$ cat src/rtl/riscv_pkg.sv
// Shared RV32I decode constants, ALU op codes and the issue bundle.
// Imported by the decode sub-module and the issue stage.
package riscv_pkg;

    localparam int REG_W  = 32;
    localparam int CODE_W = 7;

    localparam logic [6:0] OPC_OP     = 7'b0110011;
    localparam logic [6:0] OPC_OPIMM  = 7'b0010011;
    localparam logic [6:0] OPC_LUI    = 7'b0110111;
    localparam logic [6:0] OPC_AUIPC  = 7'b0010111;
    localparam logic [6:0] OPC_BRANCH = 7'b1100011;
    localparam logic [6:0] OPC_LOAD   = 7'b0000011;
    localparam logic [6:0] OPC_STORE  = 7'b0100011;

    localparam logic [2:0] F3_ADD  = 3'b000;
    localparam logic [2:0] F3_SLL  = 3'b001;
    localparam logic [2:0] F3_SLT  = 3'b010;
    localparam logic [2:0] F3_SLTU = 3'b011;
    localparam logic [2:0] F3_XOR  = 3'b100;
    localparam logic [2:0] F3_SR   = 3'b101;
    localparam logic [2:0] F3_OR   = 3'b110;
    localparam logic [2:0] F3_AND  = 3'b111;

    localparam logic [2:0] F3_BEQ  = 3'b000;
    localparam logic [2:0] F3_BNE  = 3'b001;
    localparam logic [2:0] F3_BLT  = 3'b100;
    localparam logic [2:0] F3_BGE  = 3'b101;
    localparam logic [2:0] F3_BLTU = 3'b110;
    localparam logic [2:0] F3_BGEU = 3'b111;

    localparam logic [6:0] F7_BASE = 7'b0000000;
    localparam logic [6:0] F7_ALT  = 7'b0100000;

    localparam logic [CODE_W-1:0] ALU_ADD   = 7'd0;
    localparam logic [CODE_W-1:0] ALU_SUB   = 7'd1;
    localparam logic [CODE_W-1:0] ALU_AND   = 7'd2;
    localparam logic [CODE_W-1:0] ALU_OR    = 7'd3;
    localparam logic [CODE_W-1:0] ALU_XOR   = 7'd4;
    localparam logic [CODE_W-1:0] ALU_SLT   = 7'd5;
    localparam logic [CODE_W-1:0] ALU_SLL   = 7'd6;
    localparam logic [CODE_W-1:0] ALU_SLTU  = 7'd7;
    localparam logic [CODE_W-1:0] ALU_SRL   = 7'd8;
    localparam logic [CODE_W-1:0] ALU_SRA   = 7'd9;
    localparam logic [CODE_W-1:0] ALU_BEQ   = 7'd10;
    localparam logic [CODE_W-1:0] ALU_BNE   = 7'd11;
    localparam logic [CODE_W-1:0] ALU_BLT   = 7'd12;
    localparam logic [CODE_W-1:0] ALU_BGE   = 7'd13;
    localparam logic [CODE_W-1:0] ALU_BLTU  = 7'd14;
    localparam logic [CODE_W-1:0] ALU_BGEU  = 7'd15;
    localparam logic [CODE_W-1:0] ALU_PASSB = 7'd16;

    typedef enum logic [2:0] {
        IMM_NONE,
        IMM_I,
        IMM_S,
        IMM_B,
        IMM_U
    } imm_t;

    typedef enum logic [1:0] {
        A_ZERO,
        A_RS1,
        A_PC
    } asel_t;

    typedef struct packed {
        logic [CODE_W-1:0] alu_control;
        logic [REG_W-1:0]  src_a;
        logic [REG_W-1:0]  src_b;
        logic [REG_W-1:0]  imm;
        logic [REG_W-1:0]  pc;
        logic [4:0]        rd;
        logic              reg_write;
        logic              is_branch;
        logic              illegal;
    } issue_t;

    function automatic logic [REG_W-1:0] imm_gen(
        input logic [31:0] instr,
        input imm_t        sel
    );
        logic [REG_W-1:0] imm;
        imm = '0;
        unique case (sel)
            IMM_I:   imm = {{20{instr[31]}}, instr[31:20]};
            IMM_S:   imm = {{20{instr[31]}}, instr[31:25], instr[11:7]};
            IMM_B:   imm = {{19{instr[31]}}, instr[31], instr[7],
                            instr[30:25], instr[11:8], 1'b0};
            IMM_U:   imm = {instr[31:12], 12'b0};
            default: imm = '0;
        endcase
        return imm;
    endfunction

endpackage

$ cat src/rtl/alu_ctrl_decode.sv
// Combinational RV32I decode: instruction, PC and register data
// into one issue bundle for the ALU.
module alu_ctrl_decode
    import riscv_pkg::*;
(
    input  logic [31:0]      instr,
    input  logic [REG_W-1:0] pc,
    input  logic [REG_W-1:0] rs1_data,
    input  logic [REG_W-1:0] rs2_data,
    output issue_t           bundle
);

    logic [6:0]        opcode;
    logic [2:0]        f3;
    logic [6:0]        f7;
    logic [CODE_W-1:0] code;
    imm_t              imm_sel;
    asel_t             a_sel;
    logic              b_imm;
    logic              rw;
    logic              br;
    logic              ill;
    logic [REG_W-1:0]  imm;

    assign opcode = instr[6:0];
    assign f3     = instr[14:12];
    assign f7     = instr[31:25];
    assign imm    = imm_gen(instr, imm_sel);

    always_comb begin
        code    = ALU_ADD;
        imm_sel = IMM_NONE;
        a_sel   = A_ZERO;
        b_imm   = 1'b0;
        rw      = 1'b0;
        br      = 1'b0;
        ill     = 1'b0;
        unique case (opcode)
            OPC_OP: begin
                a_sel = A_RS1;
                rw    = 1'b1;
                if (f7 == F7_BASE) begin
                    unique case (f3)
                        F3_ADD:  code = ALU_ADD;
                        F3_SLL:  code = ALU_SLL;
                        F3_SLT:  code = ALU_SLT;
                        F3_SLTU: code = ALU_SLTU;
                        F3_XOR:  code = ALU_XOR;
                        F3_SR:   code = ALU_SRL;
                        F3_OR:   code = ALU_OR;
                        F3_AND:  code = ALU_AND;
                        default: ill  = 1'b1;
                    endcase
                end else if (f7 == F7_ALT && f3 == F3_ADD) begin
                    code = ALU_SUB;
                end else if (f7 == F7_ALT && f3 == F3_SR) begin
                    code = ALU_SRA;
                end else begin
                    ill = 1'b1;
                end
            end
            OPC_OPIMM: begin
                a_sel   = A_RS1;
                imm_sel = IMM_I;
                b_imm   = 1'b1;
                rw      = 1'b1;
                unique case (f3)
                    F3_ADD:  code = ALU_ADD;
                    F3_SLT:  code = ALU_SLT;
                    F3_SLTU: code = ALU_SLTU;
                    F3_XOR:  code = ALU_XOR;
                    F3_OR:   code = ALU_OR;
                    F3_AND:  code = ALU_AND;
                    F3_SLL: begin
                        code = ALU_SLL;
                        ill  = (f7 != F7_BASE);
                    end
                    F3_SR: begin
                        if (f7 == F7_BASE) code = ALU_SRL;
                        else if (f7 == F7_ALT) code = ALU_SRA;
                        else ill = 1'b1;
                    end
                    default: ill = 1'b1;
                endcase
            end
            OPC_LUI: begin
                code    = ALU_PASSB;
                imm_sel = IMM_U;
                b_imm   = 1'b1;
                rw      = 1'b1;
            end
            OPC_AUIPC: begin
                a_sel   = A_PC;
                imm_sel = IMM_U;
                b_imm   = 1'b1;
                rw      = 1'b1;
            end
            OPC_BRANCH: begin
                a_sel   = A_RS1;
                imm_sel = IMM_B;
                br      = 1'b1;
                unique case (f3)
                    F3_BEQ:  code = ALU_BEQ;
                    F3_BNE:  code = ALU_BNE;
                    F3_BLT:  code = ALU_BLT;
                    F3_BGE:  code = ALU_BGE;
                    F3_BLTU: code = ALU_BLTU;
                    F3_BGEU: code = ALU_BGEU;
                    default: ill  = 1'b1;
                endcase
            end
            OPC_LOAD: begin
                a_sel   = A_RS1;
                imm_sel = IMM_I;
                b_imm   = 1'b1;
                rw      = 1'b1;
            end
            OPC_STORE: begin
                a_sel   = A_RS1;
                imm_sel = IMM_S;
                b_imm   = 1'b1;
            end
            default: ill = 1'b1;
        endcase
    end

    // Illegal encodings issue as a harmless zeroed ADD; traps are raised later.
    always_comb begin
        bundle    = '0;
        bundle.pc = pc;
        if (ill) begin
            bundle.illegal = 1'b1;
        end else begin
            bundle.alu_control = code;
            bundle.imm         = imm;
            unique case (a_sel)
                A_RS1:   bundle.src_a = rs1_data;
                A_PC:    bundle.src_a = pc;
                default: bundle.src_a = '0;
            endcase
            bundle.src_b     = b_imm ? imm : rs2_data;
            bundle.rd        = rw ? instr[11:7] : 5'd0;
            bundle.reg_write = rw;
            bundle.is_branch = br;
        end
    end

endmodule

$ cat src/rtl/alu_ctrl_issue.sv
// Decode/issue stage: registers the decoded ALU bundle and hands it
// to execute through a two-entry valid/ready skid buffer.
module alu_ctrl_issue
    import riscv_pkg::*;
#(
    parameter int XLEN   = 32,
    parameter int CTRL_W = 7
) (
    input  logic              clk,
    input  logic              reset,
    input  logic              in_valid,
    output logic              in_ready,
    input  logic [31:0]       in_instr,
    input  logic [XLEN-1:0]   in_pc,
    input  logic [XLEN-1:0]   rs1_data,
    input  logic [XLEN-1:0]   rs2_data,
    output logic              out_valid,
    input  logic              out_ready,
    output logic [XLEN-1:0]   srcA,
    output logic [XLEN-1:0]   srcB,
    output logic [CTRL_W-1:0] alu_control,
    output logic [CTRL_W-1:0] alu_control_1,
    output logic [XLEN-1:0]   out_imm,
    output logic [XLEN-1:0]   out_pc,
    output logic [4:0]        rd,
    output logic              reg_write,
    output logic              is_branch,
    output logic              illegal
);

    issue_t dec;
    issue_t main_q;
    issue_t main_n;
    issue_t skid_q;
    issue_t skid_n;
    logic   main_v;
    logic   main_v_n;
    logic   skid_v;
    logic   skid_v_n;
    logic   rdy_q;
    logic   in_fire;
    logic   out_fire;

    alu_ctrl_decode u_decode (
        .instr    (in_instr),
        .pc       (in_pc),
        .rs1_data (rs1_data),
        .rs2_data (rs2_data),
        .bundle   (dec)
    );

    assign in_fire  = in_valid && rdy_q;
    assign out_fire = main_v && out_ready;

    always_comb begin
        main_n   = main_q;
        main_v_n = main_v;
        skid_n   = skid_q;
        skid_v_n = skid_v;
        if (out_fire || !main_v) begin
            if (skid_v) begin
                main_n   = skid_q;
                main_v_n = 1'b1;
                skid_v_n = 1'b0;
            end else if (in_fire) begin
                main_n   = dec;
                main_v_n = 1'b1;
            end else begin
                main_v_n = 1'b0;
            end
        end else if (in_fire) begin
            skid_n   = dec;
            skid_v_n = 1'b1;
        end
    end

    // in_ready is a flop so it never depends combinationally on out_ready.
    always_ff @(posedge clk) begin
        if (reset) begin
            main_q <= '0;
            skid_q <= '0;
            main_v <= 1'b0;
            skid_v <= 1'b0;
            rdy_q  <= 1'b0;
        end else begin
            main_q <= main_n;
            skid_q <= skid_n;
            main_v <= main_v_n;
            skid_v <= skid_v_n;
            rdy_q  <= !skid_v_n;
        end
    end

    assign in_ready      = rdy_q;
    assign out_valid     = main_v;
    assign srcA          = main_q.src_a;
    assign srcB          = main_q.src_b;
    assign alu_control   = main_q.alu_control;
    assign alu_control_1 = '0;
    assign out_imm       = main_q.imm;
    assign out_pc        = main_q.pc;
    assign rd            = main_q.rd;
    assign reg_write     = main_q.reg_write;
    assign is_branch     = main_q.is_branch;
    assign illegal       = main_q.illegal;

endmodule

$ cat config.mk
export PLATFORM = sky130hd
export DESIGN_NAME = alu_ctrl_issue
export DESIGN_NICKNAME = d
export VERILOG_FILES = /design/src/rtl/riscv_pkg.sv /design/src/rtl/alu_ctrl_decode.sv /design/src/rtl/alu_ctrl_issue.sv
export SDC_FILE = /design/constraint.sdc
export NUM_CORES = 1
export LEC_CHECK = 0
export BUFFER_PORTS_ARGS = -buffer_cell sky130_fd_sc_hd__buf_2
export CORE_MARGIN = 2
export CORE_UTILIZATION = 45
export DETAILED_ROUTE_END_ITERATION = 12
export GPL_TIMING_DRIVEN = 0
export PLACE_DENSITY = 0.69
export SLEW_MARGIN = 40
export SYNTH_ARGS = -nofsm -noshare
export SYNTH_HDL_FRONTEND = slang
export SYNTH_SLANG_ARGS = --single-unit
$ cat constraint.sdc
create_clock -name clk -period 3.85 [get_ports clk]
set_input_delay 0.5775 -clock clk [delete_from_list [all_inputs] [get_ports clk]]
set_output_delay 0.5775 -clock clk [all_outputs]
set_load 0.005 [all_outputs]
==> results of run 1 <==
==> Yosys cell counts (3+ instances only) <==
library cell	count	area, um^2
nor2b_1	8	50.05
inv_1	10	37.54
o21ba_2	3	30.03
ha_1	6	75.07
buf_2	28	140.1
nor4_4	3	63.81
o21ba_1	20	200.2
buf_4	11	82.58
a22oi_1	11	82.58
and2_1	4	25.02
nand2b_1	8	50.05
a221oi_1	67	586.8
nor3_1	72	360.4
nand2_1	140	525.5
or4_1	3	22.52
nor2_1	126	473.0
a22o_1	109	954.7
a21o_1	20	150.1
a32oi_1	6	52.55
a211oi_1	35	262.8
o221ai_1	5	43.79
o21bai_1	23	172.7
nand3_1	18	90.09
mux2i_1	56	560.5
a21oi_1	53	265.3
dfxtp_1	285	5705
o21a_1	5	37.54
and3_1	3	18.77
clkbuf_1	97	364.1
o21ai_1	20	100.1
a211o_1	3	26.28
nand4_1	6	37.54
buf_1	4	15.01
a211oi_2	4	50.05
o21ai_0	35	175.2
a31oi_1	6	37.54
==> report_power, final <==
part | internal (uW) | leakage [uW] | switching (uW)
registers | 3050 | 0.00232 | 58.5
logic | 282 | 0.00375 | 430
clock network | 1620 | 0.000482 | 1250
==> state kept, by name, indices dropped and copies added, names as in the netlist, 5 cells and up <==
register and cells:
srcA 32, skid_q 141, rd 5, alu_control 5, srcB 32, out_imm 32
out_pc 32
==> routing by layer <==
layer  vias up  part of all wire  global-route usage
met2       494              0.45              0.4474
met4         2             0.024             0.08996
met1      5809              0.45              0.3978
li1       5567                 -                   -
met5         -           0.00031                   0
met3        70             0.075             0.04092
==> worst reg2reg max path, cell delays in order, from the launching register on <==
cell	delay (ns)
dfxtp_1	0.34
clkbuf_1	0.45
a21oi_1	0.20
nor2_1	0.47
clkbuf_1	0.65
clkbuf_1	0.59
nor2_1	0.13
nor3_1	0.17
==> cells by family after synthesis <==
kind of cell / Yosys count
flip-flops: 285
AO/OA/AOI/OAI: 436
buffers and inverters: 152
AND/OR/NAND/NOR: 405
other: 1
XOR/XNOR: 2
multiplexers: 58
adder cells (fa/ha/maj): 7
==> metrics by stage <==
stage                     TNS [ns]  cell area, um^2  setup WS [ns]  utilization  instances
after floorplan                  0            12250          1.002            -       1354
after global placement    -0.01167            14030       -0.01167       0.5235       1966
after detailed placement  -0.04093            14030       -0.04093       0.5235       1966
after CTS                        0            15000         0.5361       0.5599       2022
after global routing             0            15020         0.3012       0.5605       2029
final                            0            15020         0.4532       0.5606       2030
==> area by class of cell <==
cell class	count	area (um^2)	share of cell area
repair buffers	271	1356	0.09027
plain buffers	142	624.3	0.04156
diodes	8	20.02	0.001332
clock buffers	39	845.8	0.05630
flip-flops and latches	285	5705	0.3797
well taps	341	426.7	0.02840
inverters	10	37.54	0.002498
multi-input cells	917	5879	0.3913
clock inverters	17	128.9	0.008578
==> worst paths after layout <==
path / startpoint / endpoint / slack, ns / depth (start not counted)
setup / recovery: in_instr[6] / srcA[31] / 0.45 / 11
hold / removal: in_instr[11] / skid_q[7] / 0.27 / 2
setup reg to reg: skid_v / out_imm[16] / 0.76 / 7
hold reg to reg: skid_q[94] / skid_q[94] / 0.45 / 2
==> metrics.yaml, run 1 <==
final_layout:
  area_delta_synth_final_pct: 22.98
  fillers: 2465
  final_cell_mix: "299 x buf_2, 285 x dfxtp_1, 140 x nand2_1, 126 x nor2_1, 109 x a22o_1"
  drive_gt1_frac: 0.2267
  num-nets-final: 1795
  layout_commonest_cell: "buf_2"
routing:
  first_pass_iters: 6
  routed_wl_mm: 41.94
  ant_nets: 0
  drtIter0Drc: 1121
  drc_errors: 0
  vias: 11940
  wl_per_cell_um: 20.66
  viasPerCell: 5.883
clocking:
  clock_latency_ns: 0.55
  clockBufferDepth: 3
  cts_made_buffers: 30
  htree_levels: 1
  cts.sinks: 285
  cts-root-buf: "clkbuf_16"
  cts_tree: "yes"
  cts_hold_buf: 0
  cts_resized: 0
  post_cts_buffers: 0
  clkTransAtPathRegs_ns: 0.07
sta:
  slew_headroom: 0.4270
  period_needed_ns: 3.397
  whs_ns: 0.2677
  rsz0062_at_grt: "false"
  worst_clock_skew_ns: 0.004831
  setup_viol: 0
  fmax_mhz: 294.4
  min_period_over_period: 0.8823
  worst_pin_slew_ns: 0.8595
  hold_violations: 0
  drv_slew: 0
synth:
  synthAdderAreaFrac: 0.006964
  post_synth_xor_area_fraction: 0.001434
  synth_edf_count: 0
  yosysWarnings: 0
  synthArstFlopShare: 0
  synth_compound_area_frac: 0.2719
  ys.flop_type: "dfxtp_1"
  synth_top_family_by_area: "compound AO/OA/AOI/OAI gates"
  synth-seq-area-share: 0.4670
  avgSynthCellArea_um2: 9.076
  syn-cell-area_um2: 12220
  synthCells: 1346
  netlist-cell-type-count: 63
  yosys.area_share.simple: 0.1505
  synth_mux_area_frac: 0.04773
  synth-seq-cells: 285
setup_path:
  path_class: "input pin to flop"
  max_stage_delay_ns: 0.50
  endpoint_kind: "flop"
  start_kind: "input pin"
  cp_max_fo: 10
  critPathArrivalTime_ns: 3.87
  critical-path-slowest-cell: "nor4_4"
  required_ns: 4.32
  critPathBufInv: 4
  cp_top_family: "simple AND/OR/NAND/NOR gates"
  crit_path_cell_trace: "buf_2 > and4bb_1 > and3_1 > clkbuf_1 > clkbuf_1 > nand2_1 > ha_1 > nor4_4 > buf_2 > a221oi_1 > nor3_1"
die:
  core_um2: 26800
  initial_core_util: 0.4558
  ios: 284
  die_x_um: 168.8
  rows: 60
  fp.dieH_um: 168.8
  die_area_um2: 28480
global_routing:
  overflow: 0
  grt_pass1_vias: 11190
  grt_max_degree: 15
  grt_use_total: 0.2823
  antenna_found_initial: 9
  grt_pass1_wl_mm: 63.18
pwr:
  total_power_uw: 6685
  powerDensity_nw_per_um2: 444.9
  vdd_drop_max_mv: 0.3396
  p_leak_uw: 0.006553
placed_design:
  gp_congestion: 0.9341
  numPortBuffers: 271
  dp_hpwl_mm: 30.78
outcome:
  outcome: "completed"
run:
  cap_violations: 0
min_path:
  hold_path.class: "input pin to flop"
No activity file was read; power rests on OpenSTA's default activity.
==> inputs of run 2 (changes only) <==
--- a/config.mk
+++ b/config.mk
@@ -6,8 +6,10 @@
 export NUM_CORES = 1
 export LEC_CHECK = 0
 export BUFFER_PORTS_ARGS = -buffer_cell sky130_fd_sc_hd__buf_2
+export CORE_ASPECT_RATIO = 0.5
 export CORE_MARGIN = 2
 export CORE_UTILIZATION = 45
+export CTS_CLUSTER_DIAMETER = 150
 export DETAILED_ROUTE_END_ITERATION = 12
 export GPL_TIMING_DRIVEN = 0
 export PLACE_DENSITY = 0.69
==> run 2 against run 1 <==
  * Cell area down 0.48%
  * Clock power down 5%
  * Combinational power up 1%
  * Maximum frequency down 1.2%
  * Largest cell class unchanged
==> metrics.yaml, run 2 (synthesized netlist as in run 1, its figures left out) <==
die:
  core_um2: 26540
  die_area_um2: 28560
  fp.dieH_um: 120.5
  ios: 284
  rows: 42
  initial_core_util: 0.4603
  die_x_um: 237.0
clocking:
  cts-root-buf: "clkbuf_16"
  cts.sinks: 285
  htree_levels: 1
  clock_latency_ns: 0.56
  clkTransAtPathRegs_ns: 0.06
  cts_made_buffers: 27
  cts_hold_buf: 0
  cts_resized: 0
  clockBufferDepth: 3
  post_cts_buffers: 0
  cts_tree: "yes"
routing:
  wl_met3_mm: 3.171
  wl_met1_mm: 18.99
  ant_nets: 0
  routed_wl_mm: 42.92
  first_pass_iters: 6
  drc_errors: 0
  vias: 11980
  routed.top_layer: "met4"
  wl_per_cell_um: 21.18
  viasPerCell: 5.914
  wl_met2_mm: 19.61
  drtIter0Drc: 1049
final_layout:
  final_area_um2: 14950
  layout_commonest_cell: "buf_2"
  final_cell_mix: "299 x buf_2, 285 x dfxtp_1, 140 x nand2_1, 126 x nor2_1, 109 x a22o_1"
  largest-register: "skid_q"
  drive_gt1_frac: 0.2230
  largest_reg_flops: 141
  area_delta_synth_final_pct: 22.39
  utilization: 0.5634
  num-nets-final: 1792
setup_path:
  start_kind: "input pin"
  cp-startpoint: "in_instr[6]"
  r2r_cells: 7
  required_ns: 4.33
  rr_endpoint: "out_imm[18]"
  endpoint_kind: "flop"
  cp_max_fo: 10
  critPathArrivalTime_ns: 3.91
  r2r_slack_ns: 0.57
  path_class: "input pin to flop"
  reg2reg_from: "skid_v"
  critPathCapture: "srcA[17]"
placed_design:
  numPortBuffers: 271
  dpl_cell_area_um2: 14040
  preCtsSetupSlack_ns: -0.07337
  dp_hpwl_mm: 32.42
  gp_congestion: 0.9416
sta:
  setup_slack_ns: 0.4124
  rsz0062_at_grt: "false"
  slew_headroom: 0.4149
  worst_clock_skew_ns: 0.02417
  min_period_over_period: 0.8929
  period_needed_ns: 3.438
  setup_viol: 0
  drv_slew: 0
  hold_violations: 0
  fmax_mhz: 290.9
  worst_pin_slew_ns: 0.8776
  final.setup.tns_ns: 0
pwr:
  sw_frac_of_total: 0.2519
  p_leak_uw: 0.006520
  p_seq_frac: 0.474
  internal_power_uw: 4911
  switching_power_uw: 1653
  power.share.clock: 0.416
  vdd_drop_max_mv: 0.3171
  pwr-share-comb: 0.110
  powerDensity_nw_per_um2: 439.0
min_path:
  hold_path_startpoint: "in_pc[19]"
  hold_path.class: "input pin to flop"
global_routing:
  overflow: 0
  grt_pass1_wl_mm: 64.76
  grt_pass1_vias: 11390
  antenna_found_initial: 1
  grt_use_total: 0.2906
  grt_max_degree: 15
run:
  cap_violations: 0
outcome:
  outcome: "completed"
==> run 2: worst max-delay path, stage by stage <==
cell and delay, ns:
buf_2 0.15, and4bb_1 0.36, and3_1 0.18, clkbuf_1 0.27
clkbuf_1 0.58, nand2_1 0.19, inv_1 0.09, ha_1 0.43
clkbuf_1 0.46, a22o_1 0.32, a221oi_1 0.11, nor3_1 0.18
==> run 2: power groups by stage <==
stage,Combinational [uW],Sequential (uW),Clock (uW)
2_1_floorplan,361,3170,0
3_3_place_gp,699,3170,0
3_5_place_dp,710,3170,0
4_1_cts,712,3110,2760
5_1_grt,783,3120,2870
6_report,721,3110,2730
==> run 2: stage by stage <==
stage / total power [uW] / hold WS [ns] / instances
finish: 6564 / 0.2832 / 2026
detailed placement: 3882 / 0.4423 / 1977
CTS: 6584 / 0.2680 / 2025
global placement: 3867 / 0.4334 / 1977
global route: 6774 / 0.2780 / 2026
floorplan: 3533 / 0.4249 / 1354
==> run 2: worst min path at each step <==
stage,end,slack (ns),cells past startpoint
floorplan,skid_q[100],0.42,2
global placement,skid_q[138],0.43,2
detailed placement,skid_q[138],0.44,2
CTS,skid_q[27],0.27,3
global route,skid_q[27],0.28,3
finish,skid_q[27],0.28,3
==> run 2: routing by layer <==
| metal | global-route usage | vias up |
|---|---|---|
| met5 | 0 | - |
| met4 | 0.09217 | 0 |
| met3 | 0.04954 | 72 |
| met2 | 0.4656 | 514 |
| met1 | 0.4012 | 5878 |
| li1 | - | 5518 |
==> run 2: layout make-up <==
type | count | area (um^2)
Fill cell | 2407 | 11590
Multi-Input combinational cell | 917 | 5879
Sequential cell | 285 | 5705
Timing Repair Buffer | 271 | 1356
Clock buffer | 40 | 804.5
Buffer | 142 | 625.6
Tap cell | 352 | 440.4
Clock inverter | 8 | 100.1
Inverter | 10 | 37.54
Antenna cell | 1 | 2.502
